File: config.mk
export PLATFORM = sky130hd
export DESIGN_NAME = credit_sequencer_flat
export DESIGN_NICKNAME = d
export VERILOG_FILES = /design/src/rtl/credit_sequencer_if.sv /design/src/rtl/credit_sequencer.sv /design/src/flat_wrapper.sv
export SDC_FILE = /design/constraint.sdc
export NUM_CORES = 1
export LEC_CHECK = 0
export BUFFER_PORTS_ARGS = -buffer_cell sky130_fd_sc_hd__buf_4
export CORE_MARGIN = 4
export CORE_UTILIZATION = 55
export CTS_CLUSTER_DIAMETER = 200
export CTS_CLUSTER_SIZE = 40
export DETAILED_ROUTE_END_ITERATION = 6
export PLACE_DENSITY_LB_ADDON = 0.1
export REMOVE_ABC_BUFFERS = 1
export SYNTH_ARGS = -nofsm -noshare
export SYNTH_HDL_FRONTEND = slang
export SYNTH_SLANG_ARGS = --single-unit
File: constraint.sdc
create_clock -name clk -period 3.1 [get_ports clk]
set_input_delay 0.155 -clock clk [delete_from_list [all_inputs] [get_ports clk]]
set_output_delay 0.155 -clock clk [all_outputs]
set_load 0.01 [all_outputs]
File: src/rtl/credit_sequencer_if.sv
`default_nettype none
// ============================================================================
//  Module      : credit_sequencer_if
//  Description : Request and status bundle between a coin/vend front end
//                and the credit sequencer. The requester side is the master.
//  Revision    : 1.0 - initial release
// ============================================================================
interface credit_sequencer_if;
    // Requests, one-cycle pulses with their sampled operands
    logic       COIN;
    logic [3:0] COIN_VAL;
    logic       VEND;
    logic [3:0] PRICE;
    logic       REFUND;

    // Operands and strobe for the adder_sub display datapath
    logic [3:0] A;
    logic [3:0] B;
    logic       SUB;
    logic       ENTER;

    // Credit and status
    logic [3:0] credit;
    logic       busy;
    logic       dispense;
    logic       deny;
    logic       refund_pls;
    logic       ovf;
    logic [3:0] refund_val;

    modport master (
        output COIN, COIN_VAL, VEND, PRICE, REFUND,
        input  A, B, SUB, ENTER, credit, busy,
        input  dispense, deny, refund_pls, ovf, refund_val
    );

    modport slave (
        input  COIN, COIN_VAL, VEND, PRICE, REFUND,
        output A, B, SUB, ENTER, credit, busy,
        output dispense, deny, refund_pls, ovf, refund_val
    );
endinterface
`default_nettype wire

File: src/rtl/credit_sequencer.sv
`default_nettype none
// ============================================================================
//  Module      : credit_sequencer
//  Description : Stored-credit controller for a vending front end. Each
//                accepted request walks IDLE -> SETUP -> STROBE -> IDLE,
//                presenting its operands to the adder_sub display datapath
//                and committing the new credit as it leaves STROBE.
//  Revision    : 1.0 - initial release
// ============================================================================
module credit_sequencer #(
    parameter int CREDIT_MAX = 15
) (
    input  wire               clk,
    input  wire               CLR_n,
    credit_sequencer_if.slave bus
);

    // Saturation limit at the internal 5-bit and the visible 4-bit width
    localparam logic [4:0] c_MAX5 = 5'(CREDIT_MAX);
    localparam logic [3:0] c_MAX4 = 4'(CREDIT_MAX);

    typedef enum logic [1:0] {
        S_IDLE   = 2'b00,
        S_SETUP  = 2'b01,
        S_STROBE = 2'b10
    } state_t;

    typedef enum logic [1:0] {
        OP_COIN   = 2'b00,
        OP_VEND   = 2'b01,
        OP_REFUND = 2'b10
    } op_t;

    state_t     r_state;
    state_t     w_next;

    // Registered operands shown on the display, plus the operation in flight
    logic [3:0] r_a;
    logic [3:0] r_b;
    logic       r_sub;
    op_t        r_op;

    // Credit and status registers
    logic [3:0] r_credit;
    logic       r_dispense;
    logic       r_deny;
    logic       r_refund_pls;
    logic       r_ovf;
    logic [3:0] r_refund_val;

    // Decode of the request accepted this cycle
    logic       w_accept;
    op_t        w_op;
    logic [3:0] w_b_nxt;
    logic       w_sub_nxt;
    logic       w_deny_req;
    logic       w_busy;
    logic       w_enter;

    // Result of the operation in flight
    logic [4:0] w_sum;
    logic [4:0] w_diff;
    logic [3:0] w_new_credit;
    logic       w_ovf;

    // State register; reset aborts whatever operation is in flight
    always_ff @(posedge clk or negedge CLR_n) begin
        if (!CLR_n) begin
            r_state <= S_IDLE;
        end else begin
            r_state <= w_next;
        end
    end

    // Next state, request arbitration (REFUND > VEND > COIN) and busy/ENTER
    always_comb begin
        w_next     = r_state;
        w_accept   = 1'b0;
        w_op       = OP_COIN;
        w_b_nxt    = bus.COIN_VAL;
        w_sub_nxt  = 1'b0;
        w_deny_req = 1'b0;
        w_busy     = 1'b0;
        w_enter    = 1'b0;
        case (r_state)
            S_IDLE: begin
                if (bus.REFUND) begin
                    // B mirrors A so the display shows credit - credit = 0
                    w_accept  = 1'b1;
                    w_op      = OP_REFUND;
                    w_b_nxt   = r_credit;
                    w_sub_nxt = 1'b1;
                    w_next    = S_SETUP;
                end else if (bus.VEND) begin
                    if (r_credit >= bus.PRICE) begin
                        w_accept  = 1'b1;
                        w_op      = OP_VEND;
                        w_b_nxt   = bus.PRICE;
                        w_sub_nxt = 1'b1;
                        w_next    = S_SETUP;
                    end else begin
                        // Insufficient credit: answer at once, stay idle
                        w_deny_req = 1'b1;
                    end
                end else if (bus.COIN) begin
                    w_accept  = 1'b1;
                    w_op      = OP_COIN;
                    w_b_nxt   = bus.COIN_VAL;
                    w_sub_nxt = 1'b0;
                    w_next    = S_SETUP;
                end
            end
            S_SETUP: begin
                w_busy = 1'b1;
                w_next = S_STROBE;
            end
            S_STROBE: begin
                w_busy  = 1'b1;
                w_enter = 1'b1;
                w_next  = S_IDLE;
            end
            default: begin
                w_next = S_IDLE;
            end
        endcase
    end

    // New credit computed at 5 bits from the registered operands
    always_comb begin
        w_sum        = {1'b0, r_a} + {1'b0, r_b};
        w_diff       = {1'b0, r_a} - {1'b0, r_b};
        w_new_credit = r_credit;
        w_ovf        = 1'b0;
        case (r_op)
            OP_COIN: begin
                if (w_sum > c_MAX5) begin
                    w_new_credit = c_MAX4;
                    w_ovf        = 1'b1;
                end else begin
                    w_new_credit = w_sum[3:0];
                end
            end
            OP_VEND: begin
                // A vend is only accepted when credit covers the price;
                // clamp anyway so credit can never wrap.
                w_new_credit = w_diff[4] ? 4'd0 : w_diff[3:0];
            end
            OP_REFUND: begin
                w_new_credit = 4'd0;
            end
            default: begin
                w_new_credit = r_credit;
            end
        endcase
    end

    // Operand registers: loaded on acceptance, held otherwise for the display
    always_ff @(posedge clk or negedge CLR_n) begin
        if (!CLR_n) begin
            r_a   <= 4'd0;
            r_b   <= 4'd0;
            r_sub <= 1'b0;
            r_op  <= OP_COIN;
        end else if (w_accept) begin
            r_a   <= r_credit;
            r_b   <= w_b_nxt;
            r_sub <= w_sub_nxt;
            r_op  <= w_op;
        end
    end

    // Credit commit and one-cycle status pulses as the sequence leaves STROBE
    always_ff @(posedge clk or negedge CLR_n) begin
        if (!CLR_n) begin
            r_credit     <= 4'd0;
            r_dispense   <= 1'b0;
            r_deny       <= 1'b0;
            r_refund_pls <= 1'b0;
            r_ovf        <= 1'b0;
            r_refund_val <= 4'd0;
        end else begin
            r_dispense   <= 1'b0;
            r_deny       <= w_deny_req;
            r_refund_pls <= 1'b0;
            r_ovf        <= 1'b0;
            if (w_enter) begin
                r_credit <= w_new_credit;
                case (r_op)
                    OP_COIN: begin
                        r_ovf <= w_ovf;
                    end
                    OP_VEND: begin
                        r_dispense <= 1'b1;
                    end
                    OP_REFUND: begin
                        r_refund_pls <= 1'b1;
                        r_refund_val <= r_a;
                    end
                    default: begin
                        r_ovf <= 1'b0;
                    end
                endcase
            end
        end
    end

    assign bus.A          = r_a;
    assign bus.B          = r_b;
    assign bus.SUB        = r_sub;
    assign bus.ENTER      = w_enter;
    assign bus.credit     = r_credit;
    assign bus.busy       = w_busy;
    assign bus.dispense   = r_dispense;
    assign bus.deny       = r_deny;
    assign bus.refund_pls = r_refund_pls;
    assign bus.ovf        = r_ovf;
    assign bus.refund_val = r_refund_val;

endmodule
`default_nettype wire

File: src/flat_wrapper.sv
// flat-port wrapper written by rule: the top's interface ports become plain ports
module credit_sequencer_flat 
#(
    parameter int CREDIT_MAX = 15
)
  (clk, CLR_n, bus_COIN, bus_COIN_VAL, bus_VEND, bus_PRICE, bus_REFUND, bus_A, bus_B, bus_SUB, bus_ENTER, bus_credit, bus_busy, bus_dispense, bus_deny, bus_refund_pls, bus_ovf, bus_refund_val);
  credit_sequencer_if bus_i ();
  input  wire clk;
  input  wire CLR_n;
  input wire logic [$bits(bus_i.COIN)-1:0] bus_COIN;
  input wire logic [$bits(bus_i.COIN_VAL)-1:0] bus_COIN_VAL;
  input wire logic [$bits(bus_i.VEND)-1:0] bus_VEND;
  input wire logic [$bits(bus_i.PRICE)-1:0] bus_PRICE;
  input wire logic [$bits(bus_i.REFUND)-1:0] bus_REFUND;
  output wire logic [$bits(bus_i.A)-1:0] bus_A;
  output wire logic [$bits(bus_i.B)-1:0] bus_B;
  output wire logic [$bits(bus_i.SUB)-1:0] bus_SUB;
  output wire logic [$bits(bus_i.ENTER)-1:0] bus_ENTER;
  output wire logic [$bits(bus_i.credit)-1:0] bus_credit;
  output wire logic [$bits(bus_i.busy)-1:0] bus_busy;
  output wire logic [$bits(bus_i.dispense)-1:0] bus_dispense;
  output wire logic [$bits(bus_i.deny)-1:0] bus_deny;
  output wire logic [$bits(bus_i.refund_pls)-1:0] bus_refund_pls;
  output wire logic [$bits(bus_i.ovf)-1:0] bus_ovf;
  output wire logic [$bits(bus_i.refund_val)-1:0] bus_refund_val;
  assign bus_i.COIN = bus_COIN;
  assign bus_i.COIN_VAL = bus_COIN_VAL;
  assign bus_i.VEND = bus_VEND;
  assign bus_i.PRICE = bus_PRICE;
  assign bus_i.REFUND = bus_REFUND;
  assign bus_A = bus_i.A;
  assign bus_B = bus_i.B;
  assign bus_SUB = bus_i.SUB;
  assign bus_ENTER = bus_i.ENTER;
  assign bus_credit = bus_i.credit;
  assign bus_busy = bus_i.busy;
  assign bus_dispense = bus_i.dispense;
  assign bus_deny = bus_i.deny;
  assign bus_refund_pls = bus_i.refund_pls;
  assign bus_ovf = bus_i.ovf;
  assign bus_refund_val = bus_i.refund_val;
  credit_sequencer #(.CREDIT_MAX(CREDIT_MAX)) u_core (.clk(clk), .CLR_n(CLR_n), .bus(bus_i));
endmodule
Word level (Yosys, flattened, before mapping)
Index checks and enable logic that the tools add are counted.

storage, ports and cells
  output and inout port bits = 23
  logic and storage cells = 65
  register bits after elaboration = 25
  memory bits (writable) = 0
  memory bits (read-only) = 0
  memories = 0
  latch bits = 0
  input port bits = 13

operators by class
  bitwise operators = 0
  equal/unequal tests = 6
  muxes and demuxes = 37
  $add $sub $neg = 2
  order comparisons = 2
  div/mod/pow operators = 0
  $mul = 0
  shift-type cells = 0
  reductions and logical operators = 7

operator list
  operator                                                                          number
  4-bit two-way mux                                                                 6
  1-bit two-way mux                                                                 23
  2-bit two-way mux                                                                 6
  4-bit case mux with 3 select lines                                                1
  2-bit AND reduction                                                               3
  4-bit by 4-bit adder with 5-bit output                                            1
  5-bit by 4-bit greater-than comparator with 1-bit output (second input constant)  1
  4-bit by 4-bit subtractor with 5-bit output                                       1
  2-bit by 1-bit equality test with 1-bit output (second input constant)            2
  2-bit equality test (second input constant)                                       2
  4-bit greater-or-equal comparator                                                 1
  2-bit logical NOT                                                                 2
  4-bit by 3-bit inequality test with 1-bit output (second input constant)          1
  4-bit inequality test (second input constant)                                     1
  2-bit case mux with 2 select lines                                                1
  3-bit nonzero test                                                                1
  2-bit OR reduction                                                                1

Longest topological paths before layout
Gate-level depths: netlist of run 1.

  word-level depth = 5
  gate-level depth with buffers = 8
  depth with buffers taken out = 8

Worst setup path after synthesis of run 1
OpenSTA, ideal clock, no wires.

  kind = reg2reg
  from = register u_core.r_credit[0], in the netlist u_core.bus.credit[0]
  to = register u_core.r_state[1]
  setup time = 125 ps
  arrival time = 1,867 ps
  data required time = 2,975 ps
  path buffers = 0
  clock period less this slack = 1,992 ps
  setup slack = 1,108 ps
  stages on the path, launching flop included = 8
  cells stage by stage = dfrtp_1 > inv_1 > ha_1 > nor3b_2 > o21ai_2 > a21bo_1 > or3_1 > mux2_4

on the way
  cells in the longest elaborated chain, start to end = 3

RTL lines
  element                                                            RTL line                 source
  start, declared                                                    credit_sequencer.sv:44   logic [3:0] r_credit;
  start signal, assigned                                             credit_sequencer.sv:187  r_credit <= w_new_credit;
  4-bit greater-or-equal comparator                                  credit_sequencer.sv:95   if (r_credit >= bus.PRICE) begin
  4-bit by 3-bit inequality test with 1-bit output (no source line)  --
  2-bit AND reduction (no source line)                               --
  end signal, assigned                                               credit_sequencer.sv:71   r_state <= w_next;
  end, declared                                                      credit_sequencer.sv:34   state_t r_state;

Every way passes these cells.
A chain may end at the register's enable or synchronous reset.

Worst setup path in the final report of run 1
  from = register u_core.r_a[0], in the netlist u_core.bus.A[0]
  to = register u_core.r_credit[2], in the netlist u_core.bus.credit[2]

on the way
  cells in the longest elaborated chain, start to end = 4
  elaborated cells between the ends (all ways) = 6
  those cells by class = add/sub (2); order compare (1); mux (3)

RTL lines
  element                                                   RTL line                 source
  start, declared                                           credit_sequencer.sv:38   logic [3:0] r_a;
  start signal, assigned                                    credit_sequencer.sv:165  r_a <= r_credit;
  4-bit by 4-bit adder with 5-bit output                    credit_sequencer.sv:130  w_sum = {1'b0, r_a} + {1'b0, r_b};
  5-bit by 4-bit greater-than comparator with 1-bit output  credit_sequencer.sv:136  if (w_sum > c_MAX5) begin
  4-bit two-way mux                                         credit_sequencer.sv:136
  4-bit case mux with 3 select lines (*)                    credit_sequencer.sv:134  case (r_op)

Mark *: on every way between the ends. The rest lies on a longest branch, timed or not.

==> out/results.ini, run 1 <==
[sta]
clock.fmax_ghz = 0.4700
rsz0062_at_grt = false
setup_viol = 0
hold_viol_final = 0
fin_crit_ps = 2128
worst_pin_slew_ps = 416.0
setup_tns_ps = 0
period_share_pct = 68.63
slew_headroom_pct = 72.27
finClkSkew_ps = 7.903
slew_viol_final = 0

[route]
vias_per_cell = 5.630
dr.first_iter.drc_count = 44
top_layer_used = met4
drt-total-wl_mm = 3.388
ant_nets = 0
dr_wl_met2_mm = 1.642
first_pass_iters = 4
wl_met1_mm = 1.492
wl_per_cell_um = 14.73
dr_wl_met3_um = 226
via_count = 1295
drc_errors = 0

[critical_path]
crit_path_end_kind = register
crit_arrival_ps = 2400
rr_endpoint = u_core.bus.credit[2]
reg2reg_slack_ps = 970
start_kind = register
worstRegToRegCells = 8
cp_cell_sequence = inv_1 > ha_1 > fa_1 > nand2b_1 > a21oi_1 > a221oi_1 > o21ai_0 > mux2_2
slowest_delay_ps = 420
r2r_start = u_core.bus.A[0]
crit_fanout = 5
crit_type = reg -> reg
crit_path_top_delay_cell = dfrtp_1
cp.required_ps = 3380

[die]
fp.coreArea_sq_mm = 0.002734
fp.dieW_um = 61.37
die_h_um = 61.37
dieArea_sq_mm = 0.003766
initial_core_util_pct = 57.30
pin_count = 36
num_rows = 19

[yosys]
syn_area_sq_mm = 0.001567
synth.largest_area_cell = dfrtp_1
ys_types = 36
ys_seq_elements = 25
synth_edf_count = 0
yosysTopAreaCellShare_pct = 39.94
async_flop_share_pct = 100.0
yosys_most_used_dff = dfrtp_1
yosysMostFrequentCell = dfrtp_1
syn_inst = 162
synth_area_leaders = dfrtp_1 40%, ha_1 15%, inv_1 4.8%
seq_area_frac_synth_pct = 39.94
yosys_warnings = 0
ys_top_cells_by_count = 25 x dfrtp_1, 20 x inv_1, 19 x ha_1, 17 x nand2_1, 14 x o21ai_0
syn_avg_cell_area_sq_um = 9.670

[clock_network]
cts_tree = done
htreeDepth = 1
cts_sinks = 25
max-clock-path-buffers = 2
postCtsSetupRepairBufs = 0
clk_latency_ps = 330
root_buffer = clkbuf_4
cts_buffers = 3
cts.clk_slew.worst_paths_ps = 150

[grt]
grt_usage_pct = 19.87
antenna_found_initial = 0
grt_max_degree = 26
grt_pass1_vias = 1228
overflow = 0
grt_first_pass_wirelength_mm = 5.609

[hold_path]
hp-start = bus_COIN_VAL[3]
min_to = u_core.bus.B[3]
holdCritPathClass = in -> reg
holdPathStages = 3

[finish]
drive_gt1_share_pct = 25.63
finish.utilization_pct = 69.47
antenna_cells = 0
syn_to_final_growth_pct = 21.25
final_nets = 234

[place]
port_buffers = 35
place_congestion = 0.8899
dp_hpwl_mm = 2.638

[status]
run_status = complete, no violations

[power]
power.density_mw_per_mm2 = 1020
power_leakage_uw = 0.0009664
ir_worst_vdd_mv = 0.6590

[flow_run]
cap_violations = 0

[cells by family (layout without fill, tap and decap cells)]
| logic type | Yosys count | in the layout | synth area share [%] |
|---|---|---|---|
| compound gates | 46 | 46 | 19.01 |
| simple gates | 38 | 38 | 11.66 |
| flops | 25 | 25 | 39.94 |
| buf+inv | 24 | 61 | 5.830 |
| fa+ha+maj | 21 | 21 | 17.73 |
| mux | 7 | 7 | 5.271 |
| xor+xnor | 1 | 1 | 0.5592 |
[flip-flops by register name, indices dropped and copies added, names as in the netlist]
| signal | count |
|---|---|
| u_core.bus.B | 4 |
| u_core.bus.credit | 4 |
| u_core.r_state | 2 |
| u_core.bus.SUB | 1 |
| u_core.bus.ovf | 1 |
| u_core.bus.refund_pls | 1 |
| u_core.bus.A | 4 |
| u_core.bus.dispense | 1 |
| u_core.bus.refund_val | 4 |
| u_core.bus.deny | 1 |
| u_core.r_op | 2 |
[cell type report]
type                       count  area (sq um)
timing repair buffer          37         280.3
multi-input combinational    113         849.6
sequential                    25         625.6
tap                           31         38.79
inverter                      20         75.07
clock buffer                   3         22.52
clock inverter                 1         7.507
fill                         228         834.6
[power breakdown]
group          switching, uW  internal (uW)
Combinational            629            555
Sequential               138            458
Clock                    108           49.3
Total                    875           1060
[worst max-delay path by stage]
stage,from,end,slack (ps),cells past startpoint
detailed placement,u_core.bus.B[1],u_core.bus.credit[3],1000,7
global placement,u_core.bus.credit[0],u_core.r_state[1],1030,7
CTS,u_core.bus.A[0],u_core.bus.credit[2],970,8
finish,u_core.bus.A[0],u_core.bus.credit[2],970,8
global route,u_core.bus.A[0],u_core.bus.credit[2],770,8
floorplan,u_core.bus.credit[0],u_core.bus.A[1],980,6
[through the flow]
stage	setup slack, ps	cells	hold slack (ps)	total power [uW]	area, sq um
floorplan	979.8	158	-140.6	1347	1550
global placement	1034	225	71.75	1730	1859
detailed placement	1003	225	77.27	1787	1859
CTS	967.0	230	113.9	1945	1899
global route	774.5	230	103.4	2122	1899
finish	972.4	230	111.8	1937	1899
[repair_timing]
action,in CTS,in global routing
gates resized for setup,0,0
hold endpoints to repair,25,0
hold buffers,1,0
[cells in the final DEF, fill, tap and decap left out, drive strengths merged, types with 2 or more instances in the layout]
cell type | Yosys | final
dfrtp | 25 | 25
a221oi | 4 | 4
mux2 | 7 | 7
nand2b | 5 | 5
fa | 2 | 2
inv | 20 | 20
a32oi | 3 | 3
ha | 19 | 19
clkbuf | 3 | 3
nor2 | 8 | 8
a21oi | 9 | 9
buf | 1 | 36
a31oi | 2 | 2
a211oi | 3 | 3
nand2 | 17 | 17
o21ai | 16 | 16
nor3 | 2 | 2
[worst max-delay path, delay by kind of cell (launching register included)]
kind | cells | cell delay [ps]
buffers and inverters | 1 | 70
adder cells (fa/ha/maj) | 2 | 620
AO/OA/AOI/OAI | 3 | 640
multiplexers | 1 | 160
AND/OR/NAND/NOR | 1 | 170
flip-flops | 1 | 420
[per-layer routing]
metal,up-vias,GRT usage (%)
met5,-,0
met4,0,4.545
met3,4,2.725
met2,42,34.29
met1,613,26.54
li1,636,-
Note: power is estimated with default switching activity, not from simulation.
==> run 2, diff against run 1 <==
- CORE_UTILIZATION: 55 -> 53
- clock period: 3.1 -> 2.1 ns (I/O delays scaled with it)
==> out/results.ini, run 2 (same netlist as run 1, synthesis figures left out) <==
[critical_path]
cp_num_cells = 8
cp.required_ps = 2370
crit_family = adder cells
crit_path_top_delay_cell = dfrtp_1
crit_path_end_kind = register
setup.worst_path.start = u_core.bus.A[0]
slowest_delay_ps = 420
crit_fanout = 5
critPathBufInv = 1
crit_type = reg -> reg
reg2reg_slack_ps = 60
r2r_start = u_core.bus.A[0]
worstRegToRegCells = 8
endpoint = u_core.bus.credit[2]
rr_endpoint = u_core.bus.credit[2]
cp_cell_sequence = inv_1 > ha_1 > fa_1 > nand2b_1 > a21oi_4 > a221oi_1 > o21ai_1 > mux2_2
start_kind = register
crit_arrival_ps = 2310

[finish]
fill_cells = 215
layout_commonest_cell = buf_4
final_cell_mix = 47 x buf_4, 25 x dfrtp_1, 19 x inv_1, 19 x ha_1, 17 x nand2_1
drive_gt1_share_pct = 32.38
final_nets = 245
antenna_cells = 0
finish.utilization_pct = 72.38
syn_to_final_growth_pct = 28.51
fin_cells = 241

[sta]
fin_crit_ps = 2035
hold_viol_final = 0
clock.fmax_ghz = 0.4913
setup_viol = 0
fin_hold_ws_ps = 68.57
worst_pin_slew_ps = 407.4
period_share_pct = 96.92
slew_viol_final = 0
slew_headroom_pct = 72.55
setup_tns_ps = 0
finClkSkew_ps = 2.008

[die]
dieArea_sq_mm = 0.003889
num_rows = 19
initial_core_util_pct = 56.32
fp.dieW_um = 62.37
pin_count = 36
fp.coreArea_sq_mm = 0.002781
die_h_um = 62.37

[grt]
grt_max_degree = 26
antenna_found_initial = 0
grt_pass1_vias = 1353
grt_first_pass_wirelength_mm = 6.196
grt_usage_pct = 19.40
overflow = 0

[clock_network]
root_buffer = clkbuf_4
cts_tree = done
max-clock-path-buffers = 2
cts_sinks = 25
htreeDepth = 1
clk_latency_ps = 320
cts_buffers = 3
cts.clk_slew.worst_paths_ps = 140

[place]
dp.cells = 232
place_congestion = 0.8500
port_buffers = 35
dp_hpwl_mm = 2.758

[route]
drt-total-wl_mm = 3.609
drc_errors = 0
via_count = 1339
dr_wl_met3_um = 226
dr.first_iter.drc_count = 47
ant_nets = 0
top_layer_used = met4
first_pass_iters = 4
wl_per_cell_um = 14.98
dr_wl_met2_mm = 1.783
vias_per_cell = 5.556
wl_met1_mm = 1.527

[status]
run_status = complete, no violations

[power]
p_total_uw = 3111
ir_worst_vdd_mv = 0.9583
power.density_mw_per_mm2 = 1545
power_leakage_uw = 0.001029

[flow_run]
cap_violations = 0

[hold_path]
holdCritPathClass = in -> reg

[run 2: repair_timing]
| action | in CTS | in global routing |
|---|---|---|
| endpoints found under the hold margin | 25 | 0 |
| setup buffers | 1 | 3 |
| resized for setup | 1 | 8 |
| hold buffers | 1 | 0 |
| endpoints found under the setup margin | 2 | 3 |
| pin swaps | 0 | 5 |
[run 2: through the flow]
| step | instance area (sq um) | worst slack (ps) |
|---|---|---|
| after floorplan | 1550 | -20.22 |
| after global placement | 1912 | 0.4639 |
| after detailed placement | 1912 | -55.64 |
| after CTS | 1961 | -5.946 |
| after global routing | 2013 | -27.84 |
| final | 2013 | 64.77 |
[run 2: power breakdown]
group | internal [uW] | leakage (uW) | total, uW | switching (uW)
logic | 965 | 0.000694 | 2050 | 1090
registers | 677 | 0.000317 | 842 | 165
clock network | 71.3 | 0.0000177 | 218 | 147
total | 1710 | 0.00103 | 3110 | 1400
[run 2: final cells by class]
cell class	instances	area (sq um)	area share [%]
multi-input cells	113	883.3	43.88
flip-flops and latches	25	625.6	31.08
repair buffers	48	362.8	18.02
inverters	20	75.07	3.729
well taps	31	38.79	1.927
clock buffers	3	22.52	1.119
clock inverters	1	5.005	0.2486
[run 2: worst min path at each step]
| stage | start | to | slack [ps] | cells after the start |
|---|---|---|---|---|
| 5_1_grt | bus_REFUND | u_core.r_op[0] | 50 | 2 |
| 4_1_cts | bus_PRICE[2] | u_core.bus.B[2] | 50 | 3 |
| 3_5_place_dp | CLR_n | u_core.bus.refund_val[0] | 30 | 1 |
| 3_3_place_gp | CLR_n | u_core.bus.refund_val[0] | 20 | 1 |
| 6_report | bus_REFUND | u_core.r_op[0] | 70 | 2 |
| 2_1_floorplan | CLR_n | u_core.bus.A[0] | -190 | 0 |
[run 2: layer usage]
layer  track usage (%)  vias up
li1                  -      656
met1             24.42      630
met2             33.03       45
met3             3.423        8
met4             7.162        0
met5                 0        -
